[src/rtl/basic_homework4_pkg.sv]
// Shared defaults for the basic_homework4 priority encoder.
// Other widths are reached by overriding the module parameters.
package basic_homework4_pkg;

    localparam int N_IN_DEF = 8;
    localparam int Y_W_DEF  = 3;

    typedef logic [Y_W_DEF-1:0] idx_t;

endpackage

[src/rtl/basic_homework4_prio_enc.sv]
// Combinational highest-index-wins priority encoder with enable.
// No path from in_vec to the outputs when en is low, so X on in_vec stays contained.
module prio_enc
    import basic_homework4_pkg::*;
#(
    parameter int N_IN = N_IN_DEF,
    parameter int Y_W  = Y_W_DEF
) (
    input  logic [N_IN-1:0] in_vec,
    input  logic            en,
    output logic [Y_W-1:0]  idx,
    output logic            valid
);

    // Scan from the MSB down; the first set bit seen claims the index.
    always_comb begin
        idx   = '0;
        valid = 1'b0;
        if (en) begin
            for (int i = N_IN - 1; i >= 0; i--) begin
                if (in_vec[i] && !valid) begin
                    idx   = Y_W'(i);
                    valid = 1'b1;
                end
            end
        end
    end

endmodule

[src/rtl/basic_homework4.sv]
// Registered priority encoder: Y is the highest asserted IN index, Done marks a real index.
// One cycle latency; the only state is the output register.
module basic_homework4
    import basic_homework4_pkg::*;
#(
    parameter int N_IN = N_IN_DEF,
    parameter int Y_W  = Y_W_DEF
) (
    input  logic            clk,
    input  logic            rst_n,
    input  logic [N_IN-1:0] IN,
    input  logic            EN,
    output logic [Y_W-1:0]  Y,
    output logic            Done
);

    logic [Y_W-1:0] next_idx;
    logic           next_valid;

    prio_enc #(
        .N_IN (N_IN),
        .Y_W  (Y_W)
    ) u_prio_enc (
        .in_vec (IN),
        .en     (EN),
        .idx    (next_idx),
        .valid  (next_valid)
    );

    always_ff @(posedge clk or negedge rst_n) begin
        if (!rst_n) begin
            Y    <= '0;
            Done <= 1'b0;
        end else begin
            Y    <= next_idx;
            Done <= next_valid;
        end
    end

endmodule

[config.mk]
export PLATFORM = sky130hd
export DESIGN_NAME = basic_homework4
export DESIGN_NICKNAME = d
export VERILOG_FILES = /design/src/rtl/basic_homework4_pkg.sv /design/src/rtl/basic_homework4_prio_enc.sv /design/src/rtl/basic_homework4.sv
export SDC_FILE = /design/constraint.sdc
export NUM_CORES = 1
export LEC_CHECK = 0
export CAP_MARGIN = 10
export CORE_AREA = 2 2 39 41
export CTS_CLUSTER_DIAMETER = 100
export CTS_CLUSTER_SIZE = 12
export DETAILED_ROUTE_END_ITERATION = 6
export DIE_AREA = 0 0 41 43
export MAX_ROUTING_LAYER = met4
export PLACE_DENSITY = 0.43
export SETUP_SLACK_MARGIN = 0.1
export SLEW_MARGIN = 20
export SYNTH_ARGS = -nofsm -noshare
export SYNTH_HDL_FRONTEND = slang
export SYNTH_SLANG_ARGS = --single-unit
[constraint.sdc]
create_clock -name clk -period 0.8 [get_ports clk]
set_input_delay 0.24 -clock clk [delete_from_list [all_inputs] [get_ports clk]]
set_output_delay 0.24 -clock clk [all_outputs]
set_load 0.01 [all_outputs]
# After elaboration in Yosys (flattened, before gate mapping)
# Index checks and enable logic that the tools add are counted.
[op_classes]
mux = 25
reduce_logical = 14
[ops]
columns = ["op", "count"]
rows = [
  ["two-way mux 3 bit", 9],
  ["two-way mux 1 bit", 16],
  ["logical AND 1 bit", 7],
  ["logical NOT 1 bit", 7],
]
[word_totals]
regBits = 4
input_bits = 11
out_inout_bits = 4
wordCells = 41

# Longest topological paths before layout
[logic_depth]
word_depth = 30
depth_mapped = 3
mapped_depth_nobuf = 3

# Hierarchy
# From an unflattened synthesis, not the netlist that was laid out.
[unflattened]
cells_unflattened = 16
hier_area_um2 = 180.2
[by_module_without_submodules]
columns = ["mod", "n_inst", "cells_per_inst", "area_per_inst_um2", "seq_area_each_um2"]
rows = [
  ["basic_homework4", 1, 4, 100.1, 100.1],
  ["prio_enc", 1, 12, 80.1, 0.0],
]

# Worst setup path before layout
# No wires, ideal clock.
[synth_path]
kind = "input to register"
from = "in IN[6]"
to = "reg Done"
setup_ns = 0.124
t_arrival_ns = 0.826
t_required_ns = 0.676
path_slack_ns = -0.150
stages = 3
n_path_buf = 0
path_cell_list = "nor4_2 nand2_1 o31a_1"
[synth_via]
elab_chain_cells = 27
[synth_rtl]
columns = ["element", "line", "text"]
rows = [
  ["from (decl)", "basic_homework4.sv:11", "input logic [N_IN-1:0] IN,"],
  ["logical AND 1 bit *", "basic_homework4_prio_enc.sv:21", "if (in_vec[i] && !valid) begin"],
  ["two-way mux 1 bit *", "basic_homework4_prio_enc.sv:21", ""],
  ["two-way mux 1 bit *", "basic_homework4_prio_enc.sv:19", "if (en) begin"],
  ["logical NOT 1 bit", "basic_homework4_prio_enc.sv:21", ""],
  ["logical AND 1 bit", "basic_homework4_prio_enc.sv:21", ""],
  ["two-way mux 1 bit *", "basic_homework4_prio_enc.sv:21", ""],
  ["two-way mux 1 bit *", "basic_homework4_prio_enc.sv:19", ""],
  ["logical NOT 1 bit", "basic_homework4_prio_enc.sv:21", ""],
  ["[12 not listed]", "--", ""],
  ["logical AND 1 bit", "basic_homework4_prio_enc.sv:21", ""],
  ["two-way mux 1 bit *", "basic_homework4_prio_enc.sv:21", ""],
  ["two-way mux 1 bit *", "basic_homework4_prio_enc.sv:19", ""],
  ["logical NOT 1 bit", "basic_homework4_prio_enc.sv:21", ""],
  ["logical AND 1 bit", "basic_homework4_prio_enc.sv:21", ""],
  ["two-way mux 1 bit *", "basic_homework4_prio_enc.sv:21", ""],
  ["two-way mux 1 bit *", "basic_homework4_prio_enc.sv:19", ""],
  ["net next_valid", "basic_homework4.sv:18", "logic next_valid;"],
  ["to (signal assigned)", "basic_homework4.sv:36", "Done <= next_valid;"],
  ["to (decl)", "basic_homework4.sv:14", "output logic Done"],
]
# Mark *: on every way through the listed nets, which the timed path passes. The rest lies on a longest branch. The select of a mux whose other input is x is not followed.

# Final worst setup path
[layout_path]
from = "reg Y[0]"
to = "out Y[0]"
[layout_lines]
columns = ["element", "line", "text"]
rows = [
  ["from (decl)", "basic_homework4.sv:13", "output logic [Y_W-1:0] Y,"],
  ["from (signal assigned)", "basic_homework4.sv:35", "Y <= next_idx;"],
]
# No word-level cell between the ends.

==> metrics.md <==
| Metric | Value |
|---|---|
| Status | `finished, violations left` |
| Failing checks | `setup timing` |
| RSZ-0062 raised after global routing | `true` |
| Syn_nets | `27` |
| Core Rows | `14` |
| Detailed Route Iter0 Violations | `0` |
| CP max FO | `1` |
| Non-Filler Instances | `53` |
| Routed Antenna Nets | `0` |
| Filler cell count in the final layout | `148` |
| Core Region | `1380 sq um` |
| GRT Util Overall | `8.14%` |
| CTS root buffer | `clkbuf_4` |
| DR pass1 iterations | `1` |
| Ant. Diodes | `0` |
| Cts bufs inserted | `3` |
| Synthesis warning total | `0` |
| Hold Path Class | `input port to asynchronous set/reset pin` |
| Multi-input logic area | `100 sq um` |
| Max-slew headroom | `86.2%` |
| Syn avg cell area | `11.4 sq um` |
| Total gr overflow | `0` |
| Hold buffer count at cts | `0` |
| Post-Syn Instances | `16` |
| Total placed cells including tap cells | `48` |
| Die Span Y | `43 microns` |
| Period utilisation layout | `118%` |
| Top delay family on crit path | `flip-flops` |
| Worst-margin pin slew | `205 ps` |
| Synthesized area | `183 sq um` |
| Setup crit start kind | `flip-flop` |
| Buffer depth of the longest clock path | `2` |
| Top sig layer | `met3` |
| CP peak stage delay | `350 ps` |
| I/O pins | `15` |
| Metal-1 WL | `153 microns` |
| Worst-path cell chain | `buf_2` |
| Distinct cells, synth | `12` |
| Fmax | `1050 MHz` |
| H-tree depth | `1` |
| Worst VDD drop | `0.333 mV` |
| Crit path kind | `flip-flop to output pin` |
| Routed WL | `538 microns` |
| Crit path required time | `560 ps` |
| RePlAce Congestion | `0.658` |
| Initial Util | `13.2%` |
| Setup Viol. Count Final | `7` |
| Leak pwr | `0.182 nW` |
| Met2 Wirelength | `300 microns` |
| Met3 Wirelength | `84 microns` |
| Endpoint class of the critical path | `output pin` |
| Sequential fraction of the synthesis area | `54.8%` |
| Die X | `41 microns` |
| TNS Setup | `-700 ps` |
| Share of cells above drive strength 1 | `59.5%` |
| Layout Nets | `50` |
| Port-buffer cells | `14` |
| Largest net degree at the start of global routing | `5` |
| Register bit total from synthesis | `4` |
| Vias | `200` |
| Arrival time at the worst endpoint | `710 ps` |
| Power Dens Cells | `1500 nW/um^2` |
| Final setup margin | `-148 ps` |
| Clk pin slew, worst setup/hold paths | `30 ps` |
| Max-slew violations | `0` |
| Initial antenna violation count | `0` |
| CTS tree | `yes` |
| Vias in the first global route | `235` |
| Vias per cell | `3.77` |
| FF+latch area | `100 sq um` |
| Final Hold Fails | `0` |
| Worst Path Buf+Inv | `1` |
| Highest-delay cell along the critical path | `dfrtp_1` |
| Drt drc | `0` |
| Wire per inst | `10.2 microns` |
| Layout area overhead | `113%` |
| Total clock sinks | `4` |
| First-pass GRT wire length | `869 microns` |
| Die Area | `1760 sq um` |
| Min cycle time layout | `948 ps` |
| Max-Cap Viols | `0` |
[placed cells by master, fill, tap and decap left out]
cell             n
buf_2            6
buf_4            5
dfrtp_1          4
clkbuf_4         3
o31a_1           2
dlygate4sd2_1    2
clkdlybuf4s50_1  2
buf_6            2
nor2_4           1
nor3_2           1
o31a_2           1
inv_1            1
nand2b_1         1
a21oi_1          1
nor4_4           1
and3_1           1
nand2_1          1
and2b_2          1
buf_8            1
[cell usage after synthesis]
library cell / count / area share, %
o31a_1: 2 / 9.6
nand2b_1: 1 / 3.4
nor3_1: 1 / 2.7
inv_1: 1 / 2.1
nor2_1: 1 / 2.1
o31a_2: 1 / 5.5
nor4_2: 1 / 6.8
and2b_2: 1 / 4.8
dfrtp_1: 4 / 55
and3_1: 1 / 3.4
a21oi_1: 1 / 2.7
nand2_1: 1 / 2.1
[worst max-delay path by stage]
stage                    from        endpoint  slack, ps  depth (start not counted)
2_1_floorplan           IN[6]  Done$_DFF_PN0_       -120                          3
3_3_place_gp            IN[6]  Done$_DFF_PN0_       -640                          4
3_5_place_dp            IN[6]  Done$_DFF_PN0_       -690                          4
4_1_cts        Y[0]$_DFF_PN0_            Y[0]       -160                          1
5_1_grt        Y[0]$_DFF_PN0_            Y[0]       -180                          1
6_report       Y[0]$_DFF_PN0_            Y[0]       -150                          1
[cell families (layout without fill, tap and decap cells)]
group | after synthesis | in the layout | synth area share, %
buffers and inverters | 1 | 22 | 2.05
flip-flops | 4 | 4 | 54.8
AND/OR/NAND/NOR | 7 | 7 | 25.3
AO/OA/AOI/OAI | 4 | 4 | 17.8
[sequential cells by signal, summed over array words and instances (netlist names)]
signal,cells
Y,3
Done,1
[repair_timing]
item / in CTS / in global routing
pin swaps: 5 / 2
endpoints found under the hold margin: 0 / 0
cloned: 0 / 0
setup endpoints to repair: 8 / 8
resized for setup: 49 / 1
buffers inserted: 2 / 0
[stage by stage]
stage	setup slack (ps)	util, %	instance area (sq um)	hold WS [ps]	power (mW)
3_3_place_gp	-643	27.0	374	449	0.355
4_1_cts	-163	27.7	383	203	0.597
3_5_place_dp	-693	27.0	374	449	0.358
2_1_floorplan	-118	-	199	-55.6	0.253
6_report	-148	28.1	389	208	0.582
5_1_grt	-179	28.1	389	215	0.623
[layout make-up]
cell class	count	share of cell area, %
clock buffer	3	5.79
inverter	1	0.965
tap	16	5.14
timing repair buffer	18	36.7
multi-input combinational	11	25.7
sequential	4	25.7
[power breakdown]
part | internal (mW) | switching [mW] | total, mW
Sequential | 0.216 | 0.00229 | 0.218
Combinational | 0.0742 | 0.0510 | 0.125
Clock | 0.167 | 0.0716 | 0.239
Total | 0.457 | 0.125 | 0.582
[layer usage]
metal	up-vias	track usage, %
li1	100	-
met2	15	13.4
met1	85	6.45
met3	0	3.66
met4	0	6.00
met5	-	-
Note: power is estimated with default switching activity, not from simulation.
